**config.mk**
```make
export PLATFORM = sky130hd
export DESIGN_NAME = stim_seq_flat
export DESIGN_NICKNAME = d
export VERILOG_FILES = /design/src/rtl/stim_seq_if.sv /design/src/rtl/stim_seq.sv /design/src/flat_wrapper.sv
export SDC_FILE = /design/constraint.sdc
export NUM_CORES = 1
export LEC_CHECK = 0
export ABC_AREA = 1
export CORE_AREA = 5 5 53 51
export CTS_CLUSTER_DIAMETER = 80
export CTS_CLUSTER_SIZE = 20
export DETAILED_ROUTE_END_ITERATION = 12
export DIE_AREA = 0 0 58 56
export GPL_TIMING_DRIVEN = 0
export HOLD_SLACK_MARGIN = 0.03
export PLACE_DENSITY = 0.74
export SKIP_CTS_REPAIR_TIMING = 1
export SYNTH_ARGS = -nofsm -noshare
export SYNTH_HDL_FRONTEND = slang
export SYNTH_SLANG_ARGS = --single-unit
```
**constraint.sdc**
```tcl
create_clock -name clock -period 1.55 [get_ports clock]
set_input_delay 0.2325 -clock clock [delete_from_list [all_inputs] [get_ports clock]]
set_output_delay 0.2325 -clock clock [all_outputs]
set_load 0.05 [all_outputs]
```
**src/rtl/stim_seq_if.sv**
```systemverilog
// Stimulus sequencer bus: start/seed/hold in, serial bit plus run status out.
// Direction is named from the sequencer side (master) and its controller (slave).
interface stim_seq_if #(
  parameter int WIDTH = 8,
  parameter int COUNT = 16
);
  localparam int CW = $clog2(COUNT + 1);

  logic             start;
  logic [WIDTH-1:0] seed;
  logic             hold;
  logic             a;
  logic             valid;
  logic             busy;
  logic             done;
  logic [CW-1:0]    bit_cnt;

  modport master (
    input  start, seed, hold,
    output a, valid, busy, done, bit_cnt
  );

  modport slave (
    output start, seed, hold,
    input  a, valid, busy, done, bit_cnt
  );
endinterface

```
**src/rtl/stim_seq.sv**
```systemverilog
// One-bit stimulus sequencer: after an accepted start, emits COUNT bits (rotate or Galois LFSR), then a 1-cycle done.
// First bit one cycle after start, done COUNT+1 cycles after start; hold pauses emission cycle-for-cycle.
module stim_seq #(
  parameter int               MODE  = 0,
  parameter int               WIDTH = 8,
  parameter int               COUNT = 16,
  parameter logic [WIDTH-1:0] TAPS  = WIDTH'(8'hB8)
) (
  input  logic      clock,
  input  logic      reset_n,
  stim_seq_if.master bus
);
  localparam int            CW       = $clog2(COUNT + 1);
  localparam logic [CW-1:0] CNT_LAST = CW'(COUNT);

  typedef enum logic [1:0] {IDLE, RUN, PAUSE, DONE} state_t;

  state_t           state_q, state_d;
  logic [WIDTH-1:0] shreg_q, shreg_d;
  logic [WIDTH-1:0] shreg_step, seed_load;
  logic [CW-1:0]    bit_cnt_q, bit_cnt_d;
  logic             a_q, a_d;
  logic             valid_q, valid_d;
  logic             busy_q, busy_d;
  logic             done_q, done_d;
  logic             last;
  logic             emit;

  assign last = (bit_cnt_q == CNT_LAST);

  generate
    if (MODE == 0) begin : g_rotate
      assign shreg_step = {shreg_q[0], shreg_q[WIDTH-1:1]};
      assign seed_load  = bus.seed;
    end else begin : g_lfsr
      assign shreg_step = (shreg_q >> 1) ^ (shreg_q[0] ? TAPS : '0);
      // An all-zero LFSR would stick at zero forever.
      assign seed_load  = (bus.seed == '0) ? WIDTH'(1) : bus.seed;
    end
  endgenerate

  always_ff @(posedge clock or negedge reset_n) begin
    if (!reset_n) state_q <= IDLE;
    else          state_q <= state_d;
  end

  always_comb begin
    state_d = state_q;
    case (state_q)
      IDLE:    if (bus.start) state_d = RUN;
      RUN:     if (last) state_d = DONE;
               else if (bus.hold) state_d = PAUSE;
      PAUSE:   if (!bus.hold) state_d = RUN;
      DONE:    state_d = IDLE;
      default: state_d = IDLE;
    endcase
  end

  // Leaving PAUSE emits on that same edge, so each pause cycle costs exactly one cycle.
  always_comb begin
    emit      = ((state_q == RUN) && !last && !bus.hold) ||
                ((state_q == PAUSE) && !bus.hold);
    shreg_d   = shreg_q;
    bit_cnt_d = bit_cnt_q;
    a_d       = a_q;
    valid_d   = 1'b0;
    busy_d    = (state_d == RUN) || (state_d == PAUSE);
    done_d    = (state_d == DONE);
    if ((state_q == IDLE) && bus.start) begin
      shreg_d   = seed_load;
      bit_cnt_d = '0;
    end
    if (emit) begin
      a_d       = shreg_q[0];
      valid_d   = 1'b1;
      shreg_d   = shreg_step;
      bit_cnt_d = bit_cnt_q + CW'(1);
    end
  end

  always_ff @(posedge clock or negedge reset_n) begin
    if (!reset_n) begin
      shreg_q   <= '0;
      bit_cnt_q <= '0;
      a_q       <= 1'b0;
      valid_q   <= 1'b0;
      busy_q    <= 1'b0;
      done_q    <= 1'b0;
    end else begin
      shreg_q   <= shreg_d;
      bit_cnt_q <= bit_cnt_d;
      a_q       <= a_d;
      valid_q   <= valid_d;
      busy_q    <= busy_d;
      done_q    <= done_d;
    end
  end

  assign bus.a       = a_q;
  assign bus.valid   = valid_q;
  assign bus.busy    = busy_q;
  assign bus.done    = done_q;
  assign bus.bit_cnt = bit_cnt_q;
endmodule

```
**src/flat_wrapper.sv**
```systemverilog
// flat-port wrapper written by rule: the top's interface ports become plain ports
module stim_seq_flat 
#(
  parameter int               MODE  = 0,
  parameter int               WIDTH = 8,
  parameter int               COUNT = 16,
  parameter logic [WIDTH-1:0] TAPS  = WIDTH'(8'hB8)
)
  (clock, reset_n, bus_start, bus_seed, bus_hold, bus_a, bus_valid, bus_busy, bus_done, bus_bit_cnt);
  stim_seq_if #(.WIDTH(WIDTH), .COUNT(COUNT)) bus_i ();
  input  logic clock;
  input  logic reset_n;
  input wire logic [$bits(bus_i.start)-1:0] bus_start;
  input wire logic [$bits(bus_i.seed)-1:0] bus_seed;
  input wire logic [$bits(bus_i.hold)-1:0] bus_hold;
  output wire logic [$bits(bus_i.a)-1:0] bus_a;
  output wire logic [$bits(bus_i.valid)-1:0] bus_valid;
  output wire logic [$bits(bus_i.busy)-1:0] bus_busy;
  output wire logic [$bits(bus_i.done)-1:0] bus_done;
  output wire logic [$bits(bus_i.bit_cnt)-1:0] bus_bit_cnt;
  assign bus_i.start = bus_start;
  assign bus_i.seed = bus_seed;
  assign bus_i.hold = bus_hold;
  assign bus_a = bus_i.a;
  assign bus_valid = bus_i.valid;
  assign bus_busy = bus_i.busy;
  assign bus_done = bus_i.done;
  assign bus_bit_cnt = bus_i.bit_cnt;
  stim_seq #(.MODE(MODE), .WIDTH(WIDTH), .COUNT(COUNT), .TAPS(TAPS)) u_core (.clock(clock), .reset_n(reset_n), .bus(bus_i));
endmodule
```
Word-level counts from Yosys, hierarchy flattened
Index checks and enable logic that the tools add are counted.
{"block": "totals", "ff_bits": 19, "latchBits": 0, "mem_bits_rw": 0, "mem_bits_ro": 0, "inputBits": 12, "output_inout_bits": 9, "elab_cells": 35, "memories": 0}
{"block": "op_classes", "addsub": 1, "multipliers": 0, "div": 0, "magnitude_cmp": 0, "n_eq_ne": 7, "shifts": 0, "mux": 10, "bitwise_logic": 0, "n_reduce_logical": 10}
{"operator": "two-way mux 8 bit", "n": 2}
{"operator": "two-way mux 5 bit", "n": 2}
{"operator": "== test 2 bit, second input constant", "n": 4}
{"operator": "two-way mux 2 bit", "n": 4}
{"operator": "one-hot mux 2 bit (4 select lines)", "n": 1}
{"operator": "adder 5 x 1 -> 5 bit, second input constant", "n": 1}
{"operator": "== test 5 bit, second input constant", "n": 1}
{"operator": "== test 2 x 1 -> 1 bit, second input constant", "n": 2}
{"operator": "logical AND 1 bit", "n": 4}
{"operator": "logical NOT 1 bit", "n": 2}
{"operator": "logical NOT 2 bit", "n": 1}
{"operator": "logical OR 1 bit", "n": 2}
{"operator": "nonzero test 2 bit", "n": 1}
{"operator": "two-way mux 1 bit", "n": 1}

Longest topological paths before layout
{"block": "logic_depth", "ltp_word": 6, "mapped_depth": 10, "mapped_depth_nobuf": 9}

Worst setup path after synthesis
OpenSTA, ideal clock, no wires.
{"block": "synth_path", "path_type": "register -> register", "start": "register u_core.bit_cnt_q[0], in the netlist u_core.bus.bit_cnt[0]", "end": "register u_core.busy_q, in the netlist u_core.bus.busy", "setup_ns": 0.126, "t_arrival_ns": 1.680, "slack_ns": -0.256, "path_stages_with_launch": 10, "period_less_slack_ns": 1.806, "cell_sequence": "dfrtp_1 > inv_1 > ha_1 > nand2_1 > inv_1 > nand2_1 > nand3_1 > nand2_1 > o31ai_1 > ha_1"}
{"block": "synth_between", "elab_chain_cells": 5, "elab_cells_between_ends": 6}
{"element": "start, declared", "line_no": "stim_seq.sv:21", "text": "logic [CW-1:0] bit_cnt_q, bit_cnt_d;"}
{"element": "start signal, assigned", "line_no": "stim_seq.sv:91", "text": "bit_cnt_q <= bit_cnt_d;"}
{"element": "== test 5 bit *", "line_no": "stim_seq.sv:29", "text": "assign last = (bit_cnt_q == CNT_LAST);"}
{"element": "two-way mux 2 bit *", "line_no": "stim_seq.sv:51", "text": "RUN: if (last) state_d = DONE;"}
{"element": "one-hot mux 2 bit (4 select lines) *", "line_no": "stim_seq.sv:49", "text": "case (state_q)"}
{"element": "via u_core.state_d[1]", "line_no": "stim_seq.sv:18", "text": "state_t state_q, state_d;"}
{"element": "== test 2 x 1 -> 1 bit / == test 2 bit (equally long branches)", "line_no": "stim_seq.sv:67", "text": "busy_d = (state_d == RUN) || (state_d == PAUSE);"}
{"element": "logical OR 1 bit *", "line_no": "stim_seq.sv:67"}
{"element": "via u_core.busy_d", "line_no": "stim_seq.sv:24", "text": "logic busy_q, busy_d;"}
{"element": "end signal, assigned", "line_no": "stim_seq.sv:94", "text": "busy_q <= busy_d;"}
{"element": "end, declared", "line_no": "stim_seq.sv:24"}
The timed path passes the listed nets; every way through them passes the cells marked *.
A chain may end at the register's enable or synchronous reset.

Final worst setup path
Same ends and word-level chain as after synthesis.

==> flow_metrics.tcl <==
set metrics [dict create \
    max_freq_ghz 0.688 \
    rows 16 \
    clkSinkCount 19 \
    leakage_nw 0.722 \
    ys_seq_area_share_pct 50.3 \
    r2r-start "u_core.bus.bit_cnt[0]$_DFFE_PN0P_" \
    grt_max_degree 20 \
    n_antenna_cell 0 \
    yosys-top-cells-area "dfrtp_1 50%, nand2_1 13%, nand3_1 11%, ha_1 4.0%, inv_1 2.4%" \
    route.vias.total 772 \
    slew_headroom_pct 44.2 \
    rsz0062_at_grt "no" \
    worstPathMaxFanout 4 \
    status "finished clean" \
    setup_tns_ns 0 \
    hpwl_microns 1320 \
    place_congestion 0.736 \
    postSynthAreaPerCell_sq_um 8.91 \
    fin_crit_ns 1.45 \
    fin_crit_sh_pct 93.8 \
    syn_nets 121 \
    vias_per_cell 4.92 \
    cts_tree "yes" \
    clk_latency_ns 0.30 \
    power.density_nw_per_um2 1850 \
    rrSetupSlack_ns 0.1 \
    clock_path_buffers 2 \
    synth_seq_cells 19 \
    synth_area_sq_um 945 \
    drtIter0Drc 13 \
    grt_pass1_vias 705 \
    io_pins 21 \
    start_util_pct 45.4 \
    dpl_cell_area_sq_um 1180 \
    ant_nets 0 \
    routed_wl_microns 1780 \
    syn-instance-count 106 \
    maxCapViolCount 0 \
    maxSlewViolCount 0 \
    fin_skew_ns 0.00500 \
    critPathCaptureType "flop" \
    post-route-util_pct 59.3 \
    clockRootBuffer "clkbuf_4" \
    cp.required_ns 1.74 \
    post_drt_wl_per_cell_microns 11.3 \
    area_growth_pct 30.6 \
    antenna_found_initial 0 \
    cp.arrival_ns 1.65 \
    hold_path.class "in2async" \
    track_usage_pct 11.7 \
    grt_pass1_wl_microns 2980 \
    reg2reg_to "u_core.bus.busy$_DFF_PN0_" \
    yosysWarnings 0 \
    nets 146 \
    drive_gt1_share_pct 17.7 \
    core_sq_um 2080 \
    cts_made_buffers 3 \
    ys_types 21 \
    synth_top_area_share_pct 50.3 \
    globalRoute.totalOverflow 0 \
    worst_r2r_path_depth 9 \
    setup-violations-final 0 \
    crit_type "reg2reg" \
    tightest_slew_ns 0.834 \
    die-area_sq_um 3250 \
    first_pass_iters 4 \
    startpoint_type "flop" \
    die_x_microns 58 \
    power.total_mw 2.28 \
    irDropWorstVdd_v 0.00108 \
    drc 0 \
    final_area_sq_um 1230 \
    htree_levels 1 \
    portBuffers 20 \
    hold_viol 0 \
    die_h_microns 56 \
    whs_ns 0.403 \
    path_clk_slew_ns 0.11 \
    yosys.area.top_type "dfrtp_1" \
]
-- kinds of logic (layout without fill, tap and decap cells) --
family | Yosys count | after routing | share of synthesized area [%]
AOI/OAI and AO/OA | 5 | 5 | 2.91
xor gates and xnor gates | 2 | 2 | 1.85
adders and majority gates | 3 | 3 | 3.97
buffers and inverters | 12 | 36 | 7.15
DFF | 19 | 19 | 50.3
and+or+nand+nor | 65 | 65 | 33.8
-- per-layer routing --
layer	global-route usage (%)	routed length, microns	up-vias
li1	-	-	386
met1	15.4	852	361
met2	18.4	795	25
met3	4.64	128	0
met4	1.99	0	0
met5	0	0	-
-- flip-flops by register name (all words and copies together), names as in the netlist --
signal	flops
u_core.shreg_q	8
u_core.bus.bit_cnt	5
u_core.state_q	2
u_core.bus.a	1
u_core.bus.busy	1
u_core.bus.done	1
u_core.bus.valid	1
-- critical path: stages, from the launching register on --
cell     delay (ns)
dfrtp_2        0.44
inv_2          0.07
ha_1           0.14
nand2_1        0.04
inv_1          0.06
nand2_2        0.08
nand3_1        0.08
nand2_1        0.05
o31ai_1        0.10
ha_1           0.30
-- cells in the mapped netlist (all sizes together) --
cell / instances
o31ai: 1
nor2: 5
dfrtp: 19
inv: 9
nand3: 24
a21oi: 1
buf: 3
or2: 1
nand2: 35
xor2: 2
o21ai: 3
ha: 3
-- worst max path at each step --
stage               slack, ns  depth (start not counted)                               from                   endpoint
floorplan              0.0005                          9  u_core.bus.bit_cnt[0]$_DFFE_PN0P_  u_core.bus.busy$_DFF_PN0_
CTS                     -0.27                          1  u_core.bus.bit_cnt[2]$_DFFE_PN0P_             bus_bit_cnt[2]
finish                    0.1                          9  u_core.bus.bit_cnt[0]$_DFFE_PN0P_  u_core.bus.busy$_DFF_PN0_
global route             0.01                          9  u_core.bus.bit_cnt[0]$_DFFE_PN0P_  u_core.bus.busy$_DFF_PN0_
detailed placement      -0.17                          8                           bus_hold  u_core.bus.busy$_DFF_PN0_
global placement        -0.15                          8                           bus_hold  u_core.bus.busy$_DFF_PN0_
-- cell type report --
class                   count  area [sq um]
multi-input cells          75           404
clock inverters             1          5.00
plain buffers               3          33.8
inverters                   9          33.8
fillers                   200           848
flip-flops and latches     19           478
well taps                  27          33.8
clock buffers               3          22.5
repair buffers             20           223
-- layout by cell type (no fill, tap or decap), drive strengths merged --
cell type       n
inv             9
or2             1
clkdlybuf4s50  11
dfrtp          19
clkbuf          3
buf             3
o21ai           3
ha              3
clkinv          1
nand2          35
o31ai           1
xor2            2
a21oi           1
nand3          24
nor2            5
dlymetal6s2s    9
-- metrics by stage --
step / std cells / worst slack [ns]
6_report: 157 / 0.0963
5_1_grt: 157 / 0.0117
4_1_cts: 157 / -0.267
3_5_place_dp: 153 / -0.172
3_3_place_gp: 153 / -0.153
2_1_floorplan: 106 / 0.000538
-- report_power, final --
group / internal, mW / switching [mW] / total [mW] / leakage (nW)
Clock: 0.0961 / 0.154 / 0.250 / 0.0177
Sequential: 0.708 / 0.140 / 0.847 / 0.239
Combinational: 0.438 / 0.741 / 1.18 / 0.465
Total: 1.24 / 1.04 / 2.28 / 0.722
No activity file was read; power rests on OpenSTA's default activity.
